**config.mk**
```make
export PLATFORM = sky130hd
export DESIGN_NAME = ifu_fill_ctrl
export DESIGN_NICKNAME = d
export VERILOG_FILES = /design/src/rtl/ifu_fill_ctrl.sv
export SDC_FILE = /design/constraint.sdc
export NUM_CORES = 1
export LEC_CHECK = 0
export BUFFER_PORTS_ARGS = -buffer_cell sky130_fd_sc_hd__buf_2
export CORE_AREA = 8 8 154 156
export CTS_CLUSTER_SIZE = 20
export DETAILED_ROUTE_END_ITERATION = 10
export DIE_AREA = 0 0 162 164
export PLACE_DENSITY_LB_ADDON = 0.1
export SLEW_MARGIN = 25
export SYNTH_ARGS = -nofsm -noshare
export SYNTH_HDL_FRONTEND = slang
export SYNTH_SLANG_ARGS = --single-unit
```
**constraint.sdc**
```tcl
create_clock -name clk -period 2.3 [get_ports clk]
set_input_delay 0.46 -clock clk [delete_from_list [all_inputs] [get_ports clk]]
set_output_delay 0.46 -clock clk [all_outputs]
set_load 0.01 [all_outputs]
```
**src/rtl/ifu_fill_ctrl.sv**
```systemverilog
// I-cache miss/fill initiator: one outstanding miss, single-cycle fill request,
// response matching with timeout and bounded retry, one-cycle line write.
module ifu_fill_ctrl #(
  parameter int ADDR_W    = 32,
  parameter int LINE_W    = 128,
  parameter int OFFSET_W  = 4,
  parameter int TIMEOUT   = 16,
  parameter int MAX_RETRY = 2,
  parameter int CNT_W     = 16
) (
  input  logic              clk,
  input  logic              rst,
  input  logic              miss_valid,
  input  logic [ADDR_W-1:0] miss_addr,
  output logic              miss_ready,
  output logic              mem_req_valid,
  output logic [ADDR_W-1:0] mem_req_addr,
  input  logic              mem_rsp_valid,
  input  logic [ADDR_W-1:0] mem_rsp_addr,
  input  logic [LINE_W-1:0] mem_rsp_data,
  output logic              fill_valid,
  output logic [ADDR_W-1:0] fill_addr,
  output logic [LINE_W-1:0] fill_data,
  output logic              fill_err,
  output logic              busy,
  output logic [CNT_W-1:0]  fill_count
);

  localparam int TW = $clog2(TIMEOUT + 1);
  localparam int RW = (MAX_RETRY > 0) ? $clog2(MAX_RETRY + 1) : 1;

  localparam logic [ADDR_W-1:0] LMASK =
    {{(ADDR_W - OFFSET_W){1'b1}}, {OFFSET_W{1'b0}}};

  typedef enum logic [2:0] {
    S_IDLE,
    S_REQ,
    S_WAIT,
    S_FILL,
    S_ERR
  } state_t;

  state_t            state_q, state_d;
  logic [ADDR_W-1:0] line_q, line_d;
  logic [LINE_W-1:0] data_q, data_d;
  logic [TW-1:0]     tmo_q, tmo_d;
  logic [RW-1:0]     rty_q, rty_d;
  logic [CNT_W-1:0]  cnt_q, cnt_d;
  logic              rsp_hit;

  assign rsp_hit = mem_rsp_valid &&
                   ((mem_rsp_addr & LMASK) == line_q);

  always_ff @(posedge clk or negedge rst) begin
    if (!rst) begin
      state_q <= S_IDLE;
      line_q  <= '0;
      data_q  <= '0;
      tmo_q   <= '0;
      rty_q   <= '0;
      cnt_q   <= '0;
    end else begin
      state_q <= state_d;
      line_q  <= line_d;
      data_q  <= data_d;
      tmo_q   <= tmo_d;
      rty_q   <= rty_d;
      cnt_q   <= cnt_d;
    end
  end

  always_comb begin
    state_d = state_q;
    line_d  = line_q;
    data_d  = data_q;
    tmo_d   = tmo_q;
    rty_d   = rty_q;
    cnt_d   = cnt_q;
    unique case (state_q)
      S_IDLE: begin
        if (miss_valid) begin
          line_d  = miss_addr & LMASK;
          rty_d   = '0;
          state_d = S_REQ;
        end
      end
      S_REQ: begin
        tmo_d   = '0;
        state_d = S_WAIT;
      end
      S_WAIT: begin
        // a match beats a coincident timeout
        if (rsp_hit) begin
          data_d  = mem_rsp_data;
          state_d = S_FILL;
        end else if (tmo_q == TW'(TIMEOUT - 1)) begin
          if (rty_q < RW'(MAX_RETRY)) begin
            rty_d   = rty_q + 1'b1;
            state_d = S_REQ;
          end else begin
            state_d = S_ERR;
          end
        end else begin
          tmo_d = tmo_q + 1'b1;
        end
      end
      S_FILL: begin
        cnt_d   = cnt_q + 1'b1;
        state_d = S_IDLE;
      end
      S_ERR: begin
        state_d = S_IDLE;
      end
      default: begin
        state_d = S_IDLE;
      end
    endcase
  end

  assign miss_ready    = (state_q == S_IDLE);
  assign busy          = (state_q != S_IDLE);
  assign mem_req_valid = (state_q == S_REQ);
  assign mem_req_addr  = busy ? line_q : '0;
  assign fill_valid    = (state_q == S_FILL);
  assign fill_addr     = fill_valid ? line_q : '0;
  assign fill_data     = fill_valid ? data_q : '0;
  assign fill_err      = (state_q == S_ERR);
  assign fill_count    = cnt_q;

endmodule

```
==> Yosys cells after proc, flatten, opt, wreduce, memory -nomap -nowiden <==
Index checks and enable logic that the tools add are counted.
{ "op_classes": {"eq_ne": 12, "n_bitwise": 0, "n_addsub": 3, "n_mux": 16, "n_div": 0, "reduce_logical": 10, "n_shift": 0, "multipliers": 0, "order_cmp": 1} }
{ "op_table": {"columns": ["operator", "count"], "rows": [
  ["$mux 128", 1],
  ["$mux 32", 2],
  ["$eq 28x28->1", 1],
  ["$add 16x1->16 const B", 1],
  ["$mux 3", 4],
  ["$mux 5", 2],
  ["$ne 2x2->1 const B", 5],
  ["$pmux 5 s2", 1],
  ["$pmux 3 s3", 1],
  ["$mux 2", 4],
  ["$eq 3x2->1 const B", 2],
  ["$reduce_and 2->1", 3],
  ["$add 5x1->5 const B", 1],
  ["$eq 5x4->1 const B", 1],
  ["$reduce_and 5->1", 1],
  ["$pmux 2 s2", 1],
  ["$reduce_bool 2->1", 2],
  ["$eq 3x1->1 const B", 1],
  ["$eq 3x3->1 const B", 1],
  ["$logic_not 3->1", 1],
  ["$ne 3x3->1 const B", 1],
  ["$reduce_and 3->1", 1],
  ["$reduce_bool 3->1", 1],
  ["$add 2x1->2 const B", 1],
  ["2 further kinds", 2]
]} }
{ "word_totals": {"ram_bits": 0, "memories": 0, "ff_bits": 182, "mem_bits_ro": 0, "latchBits": 0} }

==> Logic depth before layout (Yosys ltp) <==
Gate-level depths: netlist of run 1.
{ "depth": {"ltp_word": 5, "mapped_depth": 8, "mapped_depth_nobuf": 8} }

==> Worst setup path after synthesis of run 1 <==
No wires, ideal clock.
{ "synth_timing": {"kind": "flip-flop to output port", "start": "register state_q[1]", "end": "output fill_data[119]", "setup_slack_ps": 217, "required_time_ps": 1840, "stages_incl_launch_ff": 7, "arrival_time_ps": 1623, "cell_sequence": "dfrtp_1 -> buf_2 -> and3b_1 -> clkbuf_1 -> clkbuf_1 -> clkbuf_1 -> and2_1"} }
{ "synth_between": {"elab_chain_cells": 2} }
{ "synth_lines": {"columns": ["element", "line", "source"], "rows": [
  ["start: declaration", "43", "state_t state_q, state_d;"],
  ["start signal: assignment", "63", "state_q <= state_d;"],
  ["$eq 3x2->1", "124", "assign fill_valid = (state_q == S_FILL);"],
  ["named net fill_valid", "21", "output logic fill_valid,"],
  ["$mux 128", "126", "assign fill_data = fill_valid ? data_q : '0;"],
  ["end: declaration", "23", "output logic [LINE_W-1:0] fill_data,"]
]} }
The timed path passes the listed nets, and every way through them passes these cells.

==> Worst setup path after layout of run 1 <==
{ "layout_timing": {"start": "register state_q[2]", "end": "output fill_data[126]"} }
{ "layout_between": {"elab_chain_cells": 2} }
{ "layout_lines": {"columns": ["element", "line"], "rows": [
  ["$eq 3x2->1", "124"],
  ["$mux 128", "126"]
]} }
Every way passes these cells.

==> run summary, run 1 <==
Result of the run: complete, no violations
Total detailed-routing wirelength: 27,400 um
Compound-Gate Fraction of Synth Area: 0.878%
Maximum clock rate: 0.440 GHz
Data required, critical path: 1840 ps
Placed Cells incl. Taps: 1,365
Routed wire length per instance: 19.3 um
Start-to-end type of the worst setup path: reg2out
Number of DRC markers after the initial detailed-route iteration: 295
Initial standard-cell utilization of the core: 40.7%
Placer's final routability congestion estimate: 0.788
Area enclosed by the die boundary: 0.0266 mm^2
Startpoint of the most critical register-to-register path: line_q[6]
Number of hold violations in the final report: 0
Logic pwr share: 31.9%
Top delay family on crit path: simple AND/OR/NAND/NOR gates
Total chip power: 0.0101 W
Reg2Reg Depth: 8
CTS tree: done
Worst path cell trace: and3b_4 -> buf_12 -> clkbuf_16 -> and2_1 -> buf_6
Setup clock skew after layout: 17.9 ps
Standard-cell rows: 54
Post-synthesis adder-cell area fraction: 0.432%
Hold Path Cell Cnt: 2
XOR/XNOR share of the synthesized area: 4.33%
Internal power summed over all cells: 0.00664 W
Non-filler instance count after layout: 1,419
Vias in the first global route: 6,823
Boundary Pins: 409
Cell area power density: 817 mW/mm^2
Count of buffering cells on the critical path with inverters included: 3
Worst min-delay path class: in2reg
Buffer cell driving the clock tree root: clkbuf_16
Clock network fraction of design power: 28.2%
Level count of the clock H-tree: 4
Maximum fanout encountered on the critical timing path: 31
Total number of vias: 6,719
Slowest CP cell: dfrtp_1
Sort of element at the end of the critical path: output pin
Cell leakage power: 6.88 nW
Min-Delay Endpoint: data_q[39]
Setup violators final: 0
Unrepaired setup endpoints after global routing: yes
Reg power frac: 39.9%
Remaining antenna violation count: 0
Ratio of routed vias to standard cells: 4.74
Startpoint of the worst hold path: mem_rsp_data[39]
Count of different cell masters after synthesis: 34
Largest family of logic cells by synthesized area: multiplexers
Clock buffers created by TritonCTS: 17
Cell type with the highest aggregate area in the netlist: dfrtp_1
Final min period: 2270 ps
#FFs+latches synth: 182
Max-slew violation total from the final report: 0
Buffers from clock root to sink, at most: 2
Maximum single-stage delay on the critical path: 400 ps
Instance area after placement: 0.0110 mm^2
Setup slack of the worst register-to-register path: 120 ps
Clock latency reported for the late side of the worst-skew pair: 430 ps
Setup crit start kind: flop
Fraction of the cycle the final worst path needs: 98.8%
Core area: 0.0214 mm^2
Top area cells in the synthesized netlist: dfrtp_1 (52%), mux2_1 (13%), and2_1 (11%), mux2_2 (7.5%), xnor2_1 (3.6%)
Total half-perimeter wirelength after legalization and detailed placement: 19,600 um
Arrival time reported for the critical path endpoint: 1810 ps
Initial antenna violation count: 9
Multiplexer share of the synthesized area: 20.6%
Number of instances in the synthesized netlist: 713
Share of final-layout standard cells stronger than drive strength 1: 49.8%
Final design area excluding fillers: 0.0124 mm^2
Number of nets in the layout: 1,320
Synthesis Warnings: 0
Total of buffers placed on input and output ports: 392
X dimension of the die: 162 um
Detailed-routing iteration count for the pre-antenna-repair pass: 4
Top library cells by usage in the layout, fill and taps aside: buf_2 (338), dfrtp_1 (178), and2_1 (135), mux2_1 (99), mux2_2 (58)
Global Route Usage Sum: 18.7%
Fill cells: 1,906
Number of clock sinks seen by CTS: 182
Area Overhead vs Synth: 42.6%
Share of synthesized area occupied by flip-flops and latches: 52.4%
FF-to-FF End: data_q[50]
Worst voltage drop across the vdd grid: 480 uV
Launching element of the worst setup path: state_q[2]
Switching share of power: 34.4%
Clock Pin Slew Worst Setup and Hold Paths: 80 ps
Most common cell after layout, fill and taps aside: buf_2
Height of the die: 164 um
Share of synthesized cell area in and, or, nand and nor gates: 17.5%
Synthesized cell area: 0.00869 mm^2
Wire length of the first global-routing pass: 38,800 um
Net switching power figure: 0.00348 W
Max-cap violations: 0
Post-synthesis average cell area: 12.2 um^2
Residual DRC: 0
Maximum number of pins on one net before global-route repair: 73
Post-synth top area share: 52.4%
Congestion Overflow GR: 0
[state kept, by name, indices dropped and copies added (netlist names)]
name	flops
data_q	128
line_q	28
fill_count	16
tmo_q	5
state_q	3
rty_q	2
[power by group through the flow]
stage	Clock (W)	Sequential (W)	Combinational, W
2_1_floorplan	0	0.00390	0.00173
3_3_place_gp	0	0.00405	0.00282
3_5_place_dp	0	0.00406	0.00283
4_1_cts	0.00292	0.00400	0.00286
5_1_grt	0.00306	0.00411	0.00352
6_report	0.00285	0.00404	0.00323
[per-stage QoR]
step	TNS [ps]	setup WS, ps	util, %	hold slack (ps)
finish	0	28.6	58.0	230
global route	-2820	-52.3	58.0	214
CTS	-88.4	-19.4	54.4	214
detailed placement	-11280	-124	51.6	399
global placement	-17620	-165	51.6	401
floorplan	0	217	-	164
[worst max path at each step]
| stage | to | depth (start not counted) |
|---|---|---|
| final | fill_data[126] | 5 |
| after global routing | fill_data[46] | 5 |
| after CTS | fill_data[75] | 4 |
| after detailed placement | data_q[119] | 8 |
| after global placement | data_q[127] | 8 |
| after floorplan | fill_data[119] | 6 |
[cells by family after synthesis]
group / after synthesis
other: 1
adder cells (fa/ha/maj): 3
AND/OR/NAND/NOR: 255
flip-flops: 182
multiplexers: 159
XOR/XNOR: 43
buffers and inverters: 58
AO/OA/AOI/OAI: 12
[metal layers]
layer  GRT usage, %  vias to the layer above  routed length, um
met1           21.2                     3266              10600
met3           7.84                       30               2470
met4           5.68                        8                395
li1               -                     3184                  -
met2           31.8                      231              13900
met5              0                        -                 54
[cells in the mapped netlist]
cell type / number
a21o_1: 1
nand3_1: 13
and3b_1: 1
inv_1: 9
dfrtp_1: 182
mux2_2: 58
conb_1: 1
nor3_1: 1
ha_1: 3
xor2_1: 7
a211o_1: 1
nor3b_1: 2
or3b_2: 1
nand2_1: 16
nor2_1: 9
o2111ai_1: 1
xnor2_1: 36
nand2b_1: 3
mux2_1: 99
buf_4: 8
o22ai_1: 1
mux2i_1: 2
buf_6: 10
nor2b_1: 27
nand4_1: 14
o21ai_0: 6
buf_2: 5
and2_1: 158
clkbuf_1: 24
o221ai_1: 1
buf_1: 2
and3_1: 6
a31oi_1: 1
nor4_1: 4
[area by class of cell]
type / instances / area [um^2] / share of cell area [%]
tap: 280 / 350 / 2.83
inverter: 9 / 33.8 / 0.273
sequential: 182 / 4560 / 36.8
multi-input combinational: 480 / 4000 / 32.3
timing repair buffer: 431 / 2860 / 23.1
clock inverter: 13 / 130 / 1.05
antenna: 6 / 15.0 / 0.121
clock buffer: 18 / 439 / 3.54
[repair_timing]
item | 4_1_cts | 5_1_grt
buffers inserted | 0 | 6
cloned | 0 | 10
hold endpoints to repair | 35 | 0
hold buffers | 1 | 0
pin swaps | 1 | 8
gates resized for setup | 4 | 111
setup endpoints to repair | 60 | 311
Note: power is estimated with default switching activity, not from simulation.
==> run 2: changes to the inputs <==
Settings changed: ABC_AREA from default to 1, CORE_AREA 8 8 154 156 to default, CORE_MARGIN from default to 8, CORE_UTILIZATION from default to 49, DIE_AREA 0 0 162 164 to default.
==> run 2 against run 1 <==
  * Register-to-register slack gained 180 ps
  * Cell area is 1.2% higher
  * Routed wire length is 1.9% higher
  * Via count increased by 31%
  * Synthesized cell count increased by 85%
  * Largest power group unchanged
  * Highest routed layer unchanged
==> run summary, run 2 <==
Result of the run: complete, no violations
Clock buffers created by TritonCTS: 17 (unchanged)
Setup violators final: 0 (unchanged)
Number of nets in the layout: 1,898 (+44%)
Number of flip-flops under the largest register name: 128 (unchanged)
Number of clock sinks seen by CTS: 182 (unchanged)
Number of DRC markers after the initial detailed-route iteration: 540 (+83%)
Launching element of the worst setup path: state_q[2]
Proportion of register bits with asynchronous set or reset after synthesis: 100% (unchanged)
FF-to-FF End: data_q[19]
Cell type with the highest aggregate area in the netlist: dfrtp_1
Start-to-end type of the worst setup path: reg2out
Placer's final routability congestion estimate: 0.873 (+11%)
Max-cap violations: 0 (unchanged)
Final Worst Setup Slack: 127 ps (+98.3 ps)
Final min period: 2170 ps (-98.3 ps)
Top library cells by usage in the layout, fill and taps aside: buf_2 (391), inv_1 (332), nand2_1 (255), nor2_1 (243), dfrtp_1 (181)
Cell with the most instances after synthesis: inv_1
Synthesized cell area: 0.00977 mm^2 (+12%)
Startpoint of the worst hold path: mem_rsp_data[68]
Count of different cell masters after synthesis: 28 (-18%)
#FFs+latches synth: 182 (unchanged)
Reg power frac: 42.5% (+2.6 points)
Worst setup path endpoint: fill_data[109]
Residual DRC: 0 (unchanged)
Level count of the clock H-tree: 4 (unchanged)
Worst Tran Pin Value: 702 ps
Setup crit start kind: flop
Standard-cell rows: 51 (-5.6%)
Post-synth top area share: 46.6% (-5.8 points)
Internal power summed over all cells: 0.00580 W (-13%)
Synthesis Warnings: 0 (unchanged)
Worst min-delay path class: in2reg
Total chip power: 0.00855 W (-16%)
Unrepaired setup endpoints after global routing: no
Share of final-layout standard cells stronger than drive strength 1: 31.9% (-18 points)
Maximum number of pins on one net before global-route repair: 137 (+88%)
Clock network fraction of design power: 34.4% (+6.2 points)
Routed wire length per instance: 14.1 um (-27%)
Primary flip-flop cell chosen by synthesis mapping: dfrtp_1
Fraction of the cycle the final worst path needs: 94.5% (-4.3 points)
Share of synthesized area occupied by flip-flops and latches: 46.6% (-5.8 points)
Height of the die: 157 um (-4.1%)
Vias in the first global route: 8,547 (+25%)
Data required, critical path: 1840 ps (about the same)
Net switching power figure: 0.00275 W (-21%)
Non-filler instance count after layout: 1,980 (+40%)
Initial antenna violation count: 5 (-4)
CTS tree: done
Sort of element at the end of the critical path: output pin
X dimension of the die: 157 um (-2.9%)
Arrival time reported for the critical path endpoint: 1710 ps (-100 ps)
Final design area excluding fillers: 0.0125 mm^2 (+1.2%)
Detailed-routing iteration count for the pre-antenna-repair pass: 4 (unchanged)
Buffer cell driving the clock tree root: clkbuf_16
Core area: 0.0195 mm^2 (-8.5%)
Post-synthesis average cell area: 7.40 um^2 (-39%)
Logic pwr share: 23.1% (-8.8 points)
Global Route Usage Sum: 22.5% (+3.7 points)
Total of buffers placed on input and output ports: 392 (unchanged)
Total half-perimeter wirelength after legalization and detailed placement: 21,700 um (+11%)
Switching share of power: 32.2% (-2.2 points)
Congestion Overflow GR: 0 (unchanged)
Max-slew violation total from the final report: 0 (unchanged)
Buffers from clock root to sink, at most: 2 (unchanged)
Biggest register: data_q
Clock Pin Slew Worst Setup and Hold Paths: 80 ps (about the same)
Ratio of routed vias to standard cells: 4.43 (-6.4%)
Instance area after placement: 0.0119 mm^2 (+8.0%)
Remaining antenna violation count: 0 (unchanged)
Area Overhead vs Synth: 28.3%
Cell leakage power: 7.21 nW (+4.7%)
Maximum fanout encountered on the critical timing path: 30 (-3.2%)
Post-Place Setup Slack: 182 ps (+305 ps)
Wire length of the first global-routing pass: 44,100 um (+14%)
Maximum clock rate: 0.460 GHz (+4.5%)
Total number of vias: 8,771 (+31%)
Number of instances in the synthesized netlist: 1,320 (+85%)
Worst slew margin: 53.2%
Worst voltage drop across the vdd grid: 488 uV (+1.7%)
Aggregate negative setup slack: 0 ps (unchanged)
Reg2Reg Depth: 12 (+4)
Most common cell after layout, fill and taps aside: buf_2
Total detailed-routing wirelength: 27,900 um (+1.9%)
Cell area power density: 681 mW/mm^2 (-17%)
Setup clock skew after layout: 20.8 ps (+2.87 ps)
Startpoint of the most critical register-to-register path: line_q[25]
Area enclosed by the die boundary: 0.0247 mm^2 (-6.9%)
Count of flip-flops with a built-in enable after synthesis: 0 (unchanged)
Top area cells in the synthesized netlist: dfrtp_1 (47%), inv_1 (13%), nand2_1 (9.8%), nor2_1 (9.3%), o21ai_2 (7.2%)
Setup slack of the worst register-to-register path: 300 ps (+180 ps)
Number of hold violations in the final report: 0 (unchanged)
Clock latency reported for the late side of the worst-skew pair: 430 ps (about the same)
Boundary Pins: 409 (unchanged)
Commonest cells in the synthesized netlist: inv_1 (333), nand2_1 (255), nor2_1 (243), dfrtp_1 (182), o21ai_2 (80)
Initial standard-cell utilization of the core: 50.1% (+9.4 points)
Placed Cells incl. Taps: 1,942 (+42%)
## run 2: cell types whose count changed after synthesis, moves of 41 or more
| cell | before | now |
|---|---|---|
| mux2_1 | 99 | 0 |
| and2_1 | 158 | 1 |
| mux2_2 | 58 | 0 |
| nor2_1 | 9 | 243 |
| o21ai_2 | 0 | 80 |
| inv_1 | 9 | 333 |
| nand2_1 | 16 | 255 |
| o21ai_1 | 0 | 41 |
## run 2: metrics by stage
step,utilization [%],hold WS [ps]
floorplan,-,164
global placement,61.0,429
detailed placement,61.0,436
CTS,64.2,239
global route,64.2,251
finish,64.2,257
## run 2: power groups by stage
| stage | clock network (W) | registers (W) | logic (W) |
|---|---|---|---|
| final | 0.00294 | 0.00363 | 0.00198 |
| after global routing | 0.00314 | 0.00366 | 0.00226 |
| after CTS | 0.00302 | 0.00363 | 0.00200 |
| after detailed placement | 0 | 0.00369 | 0.00199 |
| after global placement | 0 | 0.00368 | 0.00196 |
| after floorplan | 0 | 0.00366 | 0.00122 |
## run 2: cells by family after synthesis
family | after synthesis | synth area share, %
other cells | 1 | 0.0384
compound gates | 167 | 11.6
fa+ha+maj | 3 | 0.384
simple gates | 545 | 22.1
buf+inv | 402 | 17.5
xor+xnor | 20 | 1.79
flops | 182 | 46.6
## run 2: cell type report
cell class | instances | area (um^2)
Multi-Input combinational cell | 743 | 3540
Clock buffer | 18 | 439
Fill cell | 1834 | 6990
Clock inverter | 14 | 154
Inverter | 340 | 1280
Tap cell | 265 | 332
Antenna cell | 3 | 7.51
Timing Repair Buffer | 415 | 2230
Sequential cell | 182 | 4560
## run 2: what timing repair did
item / in CTS / in global routing
buffers inserted: 2 / 0
hold buffers: 1 / 0
endpoints found under the setup margin: 86 / 38
endpoints found under the hold margin: 38 / 0
gates resized for setup: 0 / 3
## run 2: routing by layer
layer	routed length (um)	vias up	global-route usage [%]
li1	-	4565	-
met1	11000	3893	26.1
met2	14200	269	39.3
met3	2130	40	5.84
met5	21	-	0
met4	590	4	7.89
## run 2: worst min path at each step
stage,endpoint,slack (ps),depth (start not counted)
3_5_place_dp,data_q[41],440,1
6_report,data_q[68],260,3
2_1_floorplan,data_q[0],160,0
5_1_grt,data_q[95],250,3
4_1_cts,data_q[92],240,3
3_3_place_gp,data_q[41],430,1
## run 2: critical path, stage by stage (launching register included)
cell	delay (ps)
dfrtp_1	420
inv_2	100
nand3_4	130
buf_12	200
buf_4	170
nor2_1	110
buf_2	150
